`src/rtl/inst_loader.sv`:
```
// inst_loader: loads a length-prefixed big-endian byte stream into instruction memory; define LOADER_CHECKSUM_EN for an XOR trailer check
module inst_loader #(
  parameter int ADDR_W    = 8,
  parameter int MAX_WORDS = 256
) (
  input  logic              clk,
  input  logic              reset,
  input  logic              start,
  input  logic [7:0]        byte_in,
  input  logic              byte_valid,
  output logic              byte_ready,
  output logic              wr_en,
  output logic [ADDR_W-1:0] wr_addr,
  output logic [31:0]       wr_data,
  output logic [15:0]       word_count,
  output logic              busy,
  output logic              done,
  output logic              err,
  output logic              cpu_reset
);
`ifdef LOADER_CHECKSUM_EN
  typedef enum logic [2:0] {IDLE, LEN_HI, LEN_LO, DATA, CHK, DONE, ERR} state_t;
  localparam state_t FIN = CHK;
  logic [7:0] sum;
`else
  typedef enum logic [2:0] {IDLE, LEN_HI, LEN_LO, DATA, DONE, ERR} state_t;
  localparam state_t FIN = DONE;
`endif
  localparam logic [16:0] MAX = 17'(MAX_WORDS);
  state_t      state;
  logic [23:0] sh;
  logic [1:0]  bcnt;
  logic [15:0] idx;
  logic        acc;
  logic [15:0] len;
  assign acc = byte_valid && byte_ready;
  assign len = {word_count[15:8], byte_in};
`ifdef LOADER_CHECKSUM_EN
  assign busy = state inside {LEN_HI, LEN_LO, DATA, CHK};
`else
  assign busy = state inside {LEN_HI, LEN_LO, DATA};
`endif
  assign byte_ready = busy;
  assign done       = state == DONE;
  assign err        = state == ERR;
  assign cpu_reset  = state != DONE;
  // load sequencer: header parse, word assembly with one write strobe per word, optional trailer check
  always_ff @(posedge clk or negedge reset) begin
    if (!reset) begin
      state      <= IDLE;
      wr_en      <= 1'b0;
      wr_addr    <= '0;
      wr_data    <= '0;
      word_count <= '0;
      sh         <= '0;
      bcnt       <= '0;
      idx        <= '0;
`ifdef LOADER_CHECKSUM_EN
      sum        <= '0;
`endif
    end else begin
      wr_en <= 1'b0;
      case (state)
        IDLE, DONE, ERR: if (start) begin
          state <= LEN_HI;
          bcnt  <= '0;
          idx   <= '0;
`ifdef LOADER_CHECKSUM_EN
          sum   <= '0;
`endif
        end
        LEN_HI: if (acc) begin
          word_count <= {byte_in, 8'h00};
          state      <= LEN_LO;
        end
        LEN_LO: if (acc) begin
          word_count <= len;
          state      <= {1'b0, len} > MAX ? ERR : (len == 16'd0 ? FIN : DATA);
        end
        DATA: if (acc) begin
          sh   <= {sh[15:0], byte_in};
          bcnt <= bcnt + 2'd1;
`ifdef LOADER_CHECKSUM_EN
          sum  <= sum ^ byte_in;
`endif
          if (bcnt == 2'd3) begin
            wr_en   <= 1'b1;
            wr_data <= {sh, byte_in};
            wr_addr <= idx[ADDR_W-1:0];
            idx     <= idx + 16'd1;
            if (idx + 16'd1 == word_count) state <= FIN;
          end
        end
`ifdef LOADER_CHECKSUM_EN
        CHK: if (acc) state <= byte_in == sum ? DONE : ERR;
`endif
        default: state <= IDLE;
      endcase
    end
  end
endmodule

```
`config.mk`:
```
export PLATFORM = sky130hd
export DESIGN_NAME = inst_loader
export DESIGN_NICKNAME = d
export VERILOG_FILES = /design/src/rtl/inst_loader.sv
export SDC_FILE = /design/constraint.sdc
export NUM_CORES = 1
export LEC_CHECK = 0
export CAP_MARGIN = 20
export CORE_UTILIZATION = 55
export DETAILED_ROUTE_END_ITERATION = 8
export HOLD_SLACK_MARGIN = 0.12
export PLACE_DENSITY_LB_ADDON = 0.1
export SETUP_SLACK_MARGIN = 0.2
export SYNTH_ARGS = -nofsm -noshare
export SYNTH_HDL_FRONTEND = slang
export SYNTH_SLANG_ARGS = --single-unit
```
`constraint.sdc`:
```
create_clock -name clk -period 3.66 [get_ports clk]
set_input_delay 0.732 -clock clk [delete_from_list [all_inputs] [get_ports clk]]
set_output_delay 0.732 -clock clk [all_outputs]
set_load 0.02 [all_outputs]
```
# Word level (Yosys, flattened, before mapping)
# Cells that the tools add are included.
# word_totals
regBits,102
# classes
add_sub_neg,2
n_lt_le_gt_ge,1
n_eq_ne,14
mux,22
n_bitwise,1
reduce_logical,14
# op_table
operator,count
16-bit two-way mux,4
16-bit one-hot mux with 2 select lines,2
3-bit two-way mux,8
"16-bit by 1-bit adder with 16-bit output, second input constant",1
16-bit == test,1
"16-bit by 9-bit > comparator with 1-bit output, second input constant",1
16-bit logical NOT,1
3-bit one-hot mux with 4 select lines,1
3-bit AND reduction,4
8-bit two-way mux,1
"2-bit != test, second input constant",4
"3-bit by 2-bit == test with 1-bit output, second input constant",2
"3-bit == test, second input constant",2
6-bit AND reduction,1
2-bit two-way mux,2
"2-bit by 1-bit != test with 1-bit output, second input constant",2
2-bit one-hot mux with 2 select lines,1
4-bit AND reduction,1
2-bit nonzero test,2
"3-bit by 1-bit == test with 1-bit output, second input constant",1
3-bit logical NOT,1
1-bit two-way mux,3
"3-bit != test, second input constant",1
3-bit nonzero test,1
6 further kinds,6

# Longest topological paths before layout
# Gate-level depths: netlist of the first run.
# depth
ltp_word,6
ltp_mapped,10

# Least setup slack after synthesis of the first run
# No wires, ideal clock.
# synth_timing
path_kind,reg2reg
startpoint,register idx[0]
endpoint,register state[2]
t_arrival_ns,2.217
setup_slack_ns,1.366
path_stages_with_launch,8
path_buffers,0
path_cell_list,dfrtp_1 ha_1 nand2_1 nor4_1 xnor2_1 nand4b_1 or4_1 o21ai_1
# synth_via
elab_chain_len,4
# synth_rtl
item,line,text
start: declaration,33,logic [15:0] idx;
start signal: assignment,90,idx <= idx + 16'd1;
16-bit by 1-bit adder with 16-bit output,91,if (idx + 16'd1 == word_count) state <= FIN;
16-bit == test,91,
2-bit by 1-bit != test with 1-bit output (no line),n/a,
6-bit AND reduction (no line),n/a,
end signal: assignment,78,"state <= {1'b0, len} > MAX ? ERR : (len == 16'd0 ? FIN : DATA);"
end: declaration,30,state_t state;
# No other way between the ends.
# A chain may end at the register's enable or synchronous reset.

# Worst setup path after layout of the first run
# layout_timing
startpoint,register state[1]
endpoint,output err
# layout_via
elab_chain_len,1
# layout_rtl
item,line,text
3-bit == test,45,assign err = state == ERR;
end: declaration,18,"output logic err,"
# No other way between the ends.

==> run_results.csv, run 1 <==
group,metric,value,unit
run_status,outcome,"finished, final reports clean",
placed_design,hpwl,8.16,mm
logic_synthesis,seq_area_frac_synth,52.3,%
route,highest_layer,"met4",
timing,fin_setup_tns,0,ns
power_and_ir_drop,p_sw,1540,uW
logic_synthesis,ys_ff_latch,102,
clock_network,root_buffer,"clkbuf_8",
final_layout,syn2layout_area_growth,20.0,%
die,die-area,9260,um^2
logic_synthesis,yosys.cell_types.count,61,
route,wl_per_cell,17.7,um
timing,finalSetupViolCount,0,
clock_network,clockBufferDepth,2,
clock_network,h-tree-depth,3,
route,met1_length,5.43,mm
route,drt_iter0_drc,211,
clock_network,cts_hold_buf,0,
final_layout,final_cell_mix,"153 x nand2_1, 102 x dfrtp_1, 72 x clkdlybuf4s50_1",
final_layout,final_area,5860,um^2
timing,maxSlewViolCount,0,
power_and_ir_drop,clockPowerShare,18.1,%
final_layout,fillers,719,
route,dr_total_vias,3953,
worst_setup_path,critPathMaxFanout,16,
logic_synthesis,yosysWarnings,0,
clock_network,cts_tree,"done",
route,firstDrtPassIters,4,
power_and_ir_drop,power.internal,2420,uW
timing,setup_ws,0.667,ns
worst_setup_path,worst_setup_path_start_kind,"flop",
timing,grt_setup_unrepaired,"no",
clock_network,clk_latency,0.38,ns
placed_design,globalplace.congestion,0.921,
route,via_per_inst,5.82,
route,dr_wl_met3,756,um
logic_synthesis,async_reset_ff_share,100,%
final_layout,final_common_cell,"nand2_1",
logic_synthesis,ys.flop_type,"dfrtp_1",
timing,fin_crit_sh,81.8,%
timing,worst_pin_slew,0.850,ns
placed_design,placed_cell_area,5660,um^2
clock_network,clkTransAtPathRegs,0.11,ns
global_routing,grt.total_usage,27.8,%
clock_network,cts_buffers,9,
power_and_ir_drop,power_frac_comb,36.0,%
power_and_ir_drop,power.density,676,nW/um^2
global_routing,grt_pass1_wl,19.1,mm
route,antenna_left,0,
logic_synthesis,syn_inst,510,
die,start_util,56.3,%
timing,slew_headroom,43.3,%
worst_setup_path,cp.required,2.93,ns
die,core_area,8680,um^2
die,ios,74,
hold_path,hold_class,"primary input to async pin",
worst_setup_path,cp-end-kind,"output port",
global_routing,grt_overflow,0,
run,maxCapViolCount,0,
logic_synthesis,synth_area_per_cell,9.58,um^2
route,wl_met2,5.63,mm
route,route.detailed.drc,0,
timing,hold_viol_final,0,
die,rows,34,
logic_synthesis,synth_nets,524,
route,finalWirelength,12.0,mm
final_layout,final_nets,580,
worst_setup_path,cp.arrival,2.26,ns
timing,fmax,334,MHz
clock_network,cts_num_sinks,102,
clock_network,ctsResizeCount,0,
logic_synthesis,synth_edf_count,0,
logic_synthesis,synth_area,4880,um^2
clock_network,cts_setup_buffers,0,
power_and_ir_drop,ir_drop,0.000400,V
timing,skew,0.0165,ns
die,die_w,96.2,um
final_layout,drive_gt1_share,11.2,%
power_and_ir_drop,switching_share,39.0,%
final_layout,num_antenna_cells,0,
timing,fin_crit,2.99,ns
power_and_ir_drop,seqPwrFrac,46.0,%
global_routing,grt_antenna_before_repair,0,
placed_design,io_buffers,73,
power_and_ir_drop,power.leakage,0.00263,uW
global_routing,grt_pass1_vias,3705,
worst_setup_path,crit_type,"flop to output port",
die,die_y,96.2,um
placed_design,post-place-ws,0.647,ns
global_routing,grt_max_degree,69,
registers in the layout, indices dropped and copies added, names as in the netlist:
| signal | count |
|---|---|
| wr_data | 32 |
| sh | 24 |
| idx | 16 |
| word_count | 16 |
| wr_addr | 8 |
| state | 3 |
| bcnt | 2 |
| wr_en | 1 |
power by group through the flow:
stage / sequential, uW / combinational [uW] / clock, uW
final: 1820 / 1420 / 715
after global routing: 1860 / 1560 / 774
after CTS: 1810 / 1430 / 733
after detailed placement: 1830 / 1420 / 0
after global placement: 1820 / 1390 / 0
after floorplan: 1830 / 784 / 0
synthesized netlist by cell type, types with 4 or more instances:
cell | n | area, um^2
a21oi_1 | 12 | 60.1
a22oi_1 | 9 | 67.6
and4_1 | 4 | 35.0
clkbuf_1 | 26 | 97.6
dfrtp_1 | 102 | 2550
inv_1 | 6 | 22.5
mux2_2 | 32 | 360
nand2_1 | 153 | 574
nand3_1 | 12 | 60.1
nand4_1 | 5 | 31.3
nor2_1 | 17 | 63.8
nor3_1 | 6 | 30.0
nor4_1 | 7 | 43.8
o21ai_0 | 32 | 160
o31ai_1 | 6 | 45.0
xnor2_1 | 7 | 61.3
xor2_1 | 9 | 78.8
per-stage QoR:
step | total power, uW | cells | hold slack [ns] | util [%]
3_5_place_dp | 3250 | 662 | 0.451 | 65.2
2_1_floorplan | 2610 | 510 | 0.433 | -
5_1_grt | 4190 | 679 | 0.499 | 67.5
3_3_place_gp | 3210 | 662 | 0.445 | 65.2
6_report | 3960 | 679 | 0.459 | 67.5
4_1_cts | 3970 | 678 | 0.473 | 67.4
per-layer routing:
layer	vias up	track usage (%)
met5	-	0
met1	1932	39.3
li1	1875	-
met3	15	6.16
met4	0	10.4
met2	131	41.6
cell families after synthesis:
logic type,count (synthesis),synth area share (%)
and+or+nand+nor,229,21.2
adders and majority gates,2,0.512
AOI/OAI and AO/OA,85,11.4
muxes,35,8.10
DFF,102,52.3
xor gates and xnor gates,17,3.20
buffers and inverters,40,3.38
area by class of cell:
cell class                      count  area (um^2)  share of cell area (%)
Multi-Input combinational cell    368         2170                    37.0
Inverter                            7         26.3                   0.448
Timing Repair Buffer               78          778                    13.3
Tap cell                          108          135                    2.31
Clock inverter                      7         73.8                    1.26
Clock buffer                        9          124                    2.11
Sequential cell                   102         2550                    43.6
critical path: stages, from the launching register on:
cell             delay (ns)
dfrtp_1                0.67
inv_1                  0.39
and3_1                 0.30
clkdlybuf4s50_1        0.53
final timing paths:
kind	startpoint	cells after the start	end	slack, ns
max	state[1]	3	err	0.67
min	reset	1	wr_data[31]	0.46
max reg2reg	idx[0]	7	state[2]	0.83
min reg2reg	sh[22]	2	wr_data[30]	0.48
max in group asynchronous	reset	2	word_count[7]	2.52
min in group clk	sh[22]	2	wr_data[30]	0.48
Note: power is estimated with default switching activity, not from simulation.
==> inputs of run 2 (changes only) <==
- CORE_UTILIZATION: 55 -> 54
- clock period: 3.66 -> 2.83 ns (I/O delays scaled with it)
==> run_results.csv, run 2 (synthesis gave the netlist of run 1 again) <==
group,metric,value,unit
final_layout,final_common_cell,"nand2_1",
power_and_ir_drop,clockPowerShare,17.8,%
final_layout,biggestRegsByFlops,"wr_data (32), sh (24)",
die,die_y,97.1,um
worst_setup_path,critPathMaxFanout,19,
final_layout,drive_gt1_share,14.2,%
clock_network,clockBufferDepth,2,
worst_setup_path,worst_setup_path_start_kind,"flop",
timing,slew_headroom,55.1,%
route,dr_total_vias,3952,
clock_network,cts_tree,"done",
power_and_ir_drop,seqPwrFrac,45.5,%
timing,fin_crit_sh,89.2,%
timing,fin_setup_tns,0,ns
power_and_ir_drop,total_power,5100,uW
timing,maxSlewViolCount,0,
clock_network,root_buffer,"clkbuf_8",
route,highest_layer,"met4",
route,firstDrtPassIters,5,
timing,grt_setup_unrepaired,"yes",
route,met1_length,5.43,mm
timing,finalSetupViolCount,0,
final_layout,regMostFlops,"wr_data",
final_layout,largest_reg_flops,32,
power_and_ir_drop,ir_drop,0.000530,V
power_and_ir_drop,power_frac_comb,36.7,%
power_and_ir_drop,p_sw,1940,uW
final_layout,final_nets,594,
worst_setup_path,cp-end-kind,"output port",
global_routing,grt_max_degree,103,
placed_design,globalplace.congestion,0.892,
placed_design,io_buffers,73,
clock_network,cts_num_sinks,102,
timing,skew,0.0133,ns
worst_setup_path,cp.arrival,1.96,ns
run_status,outcome,"finished, final reports clean",
power_and_ir_drop,power.density,854,nW/um^2
route,finalWirelength,11.6,mm
power_and_ir_drop,power.internal,3160,uW
die,start_util,56.0,%
timing,fin_crit,2.53,ns
global_routing,grt.total_usage,25.4,%
timing,worst_pin_slew,0.670,ns
global_routing,grt_overflow,0,
clock_network,clk_latency,0.37,ns
route,drt_iter0_drc,206,
placed_design,hpwl,7.92,mm
clock_network,cts_buffers,9,
final_layout,syn2layout_area_growth,22.3,%
route,dr_wl_met3,633,um
clock_network,cts_hold_buf,0,
placed_design,dp.cells,675,
global_routing,grt_antenna_before_repair,0,
route,antenna_left,0,
route,wl_met2,5.38,mm
die,core_area,8720,um^2
power_and_ir_drop,switching_share,38.0,%
route,via_per_inst,5.70,
timing,hold_viol_final,0,
timing,fmax,396,MHz
die,rows,34,
hold_path,hold_class,"primary input to async pin",
power_and_ir_drop,power.leakage,0.00270,uW
worst_setup_path,crit_type,"flop to output port",
clock_network,clkTransAtPathRegs,0.11,ns
die,ios,74,
final_layout,num_antenna_cells,0,
final_layout,final_cells,693,
worst_setup_path,cp.required,2.26,ns
global_routing,grt_pass1_wl,19.3,mm
route,wl_per_cell,16.7,um
die,die-area,9430,um^2
die,die_w,97.1,um
final_layout,final_cell_mix,"153 x nand2_1, 98 x dfrtp_1, 72 x clkdlybuf4s50_1",
clock_network,h-tree-depth,3,
run,maxCapViolCount,0,
route,route.detailed.drc,0,
global_routing,grt_pass1_vias,3706,
[run 2: changes by cell type in the layout (fill, tap and decap cells not counted)]
| cell | delta |
|---|---|
| buf_4 | +14 |
| dfrtp_1 | -4 |
| dfrtp_2 | +4 |
| clkinv_4 | +1 |
| clkinvlp_4 | -1 |
| ha_1 | -1 |
| ha_2 | +1 |
| o311ai_0 | -1 |
| o311ai_1 | +1 |
[run 2: final timing paths]
check,from,slack (ns),end,cells past startpoint
min in group clk,sh[20],0.48,wr_data[28],2
max in group asynchronous,reset,2.13,idx[0],2
max,state[0],0.30,done,3
min reg2reg,sh[20],0.48,wr_data[28],2
min,reset,0.21,wr_data[31],2
max reg2reg,idx[3],0.31,state[2],6
[run 2: area by class of cell]
cell class,count,area [um^2]
Fill cell,702,2750
Inverter,7,26.3
Tap cell,108,135
Sequential cell,102,2560
Clock inverter,7,75.1
Multi-Input combinational cell,368,2170
Timing Repair Buffer,92,883
Clock buffer,9,124
[run 2: through the flow]
step	instance area [um^2]	setup slack (ns)	hold slack (ns)	util [%]
3_3_place_gp	5750	0.0804	0.446	65.9
4_1_cts	5950	0.171	0.263	68.3
6_report	5970	0.305	0.212	68.5
2_1_floorplan	4880	0.536	0.270	-
3_5_place_dp	5750	0.134	0.451	66.0
5_1_grt	5970	0.178	0.270	68.5
[run 2: worst max-delay path: stages, from the launching register on]
cell	delay, ns
dfrtp_2	0.54
or3_1	0.40
inv_1	0.06
clkdlybuf4s50_1	0.59
[run 2: repair_timing]
item	4_1_cts	5_1_grt
endpoints found under the setup margin	2	3
resized for setup	2	4
buffers inserted	0	2
pin swaps	0	0
[run 2: power groups by stage]
stage / combinational (uW) / sequential, uW / clock [uW]
after floorplan: 1010 / 2360 / 0
after global placement: 1810 / 2330 / 0
after detailed placement: 1850 / 2350 / 0
after CTS: 1860 / 2320 / 938
after global routing: 2030 / 2370 / 988
final: 1870 / 2320 / 906
[run 2: layer usage]
layer	vias to the layer above	track usage, %
met2	132	38.4
li1	1903	-
met1	1901	37.8
met3	16	5.18
met4	0	6.08
met5	-	0
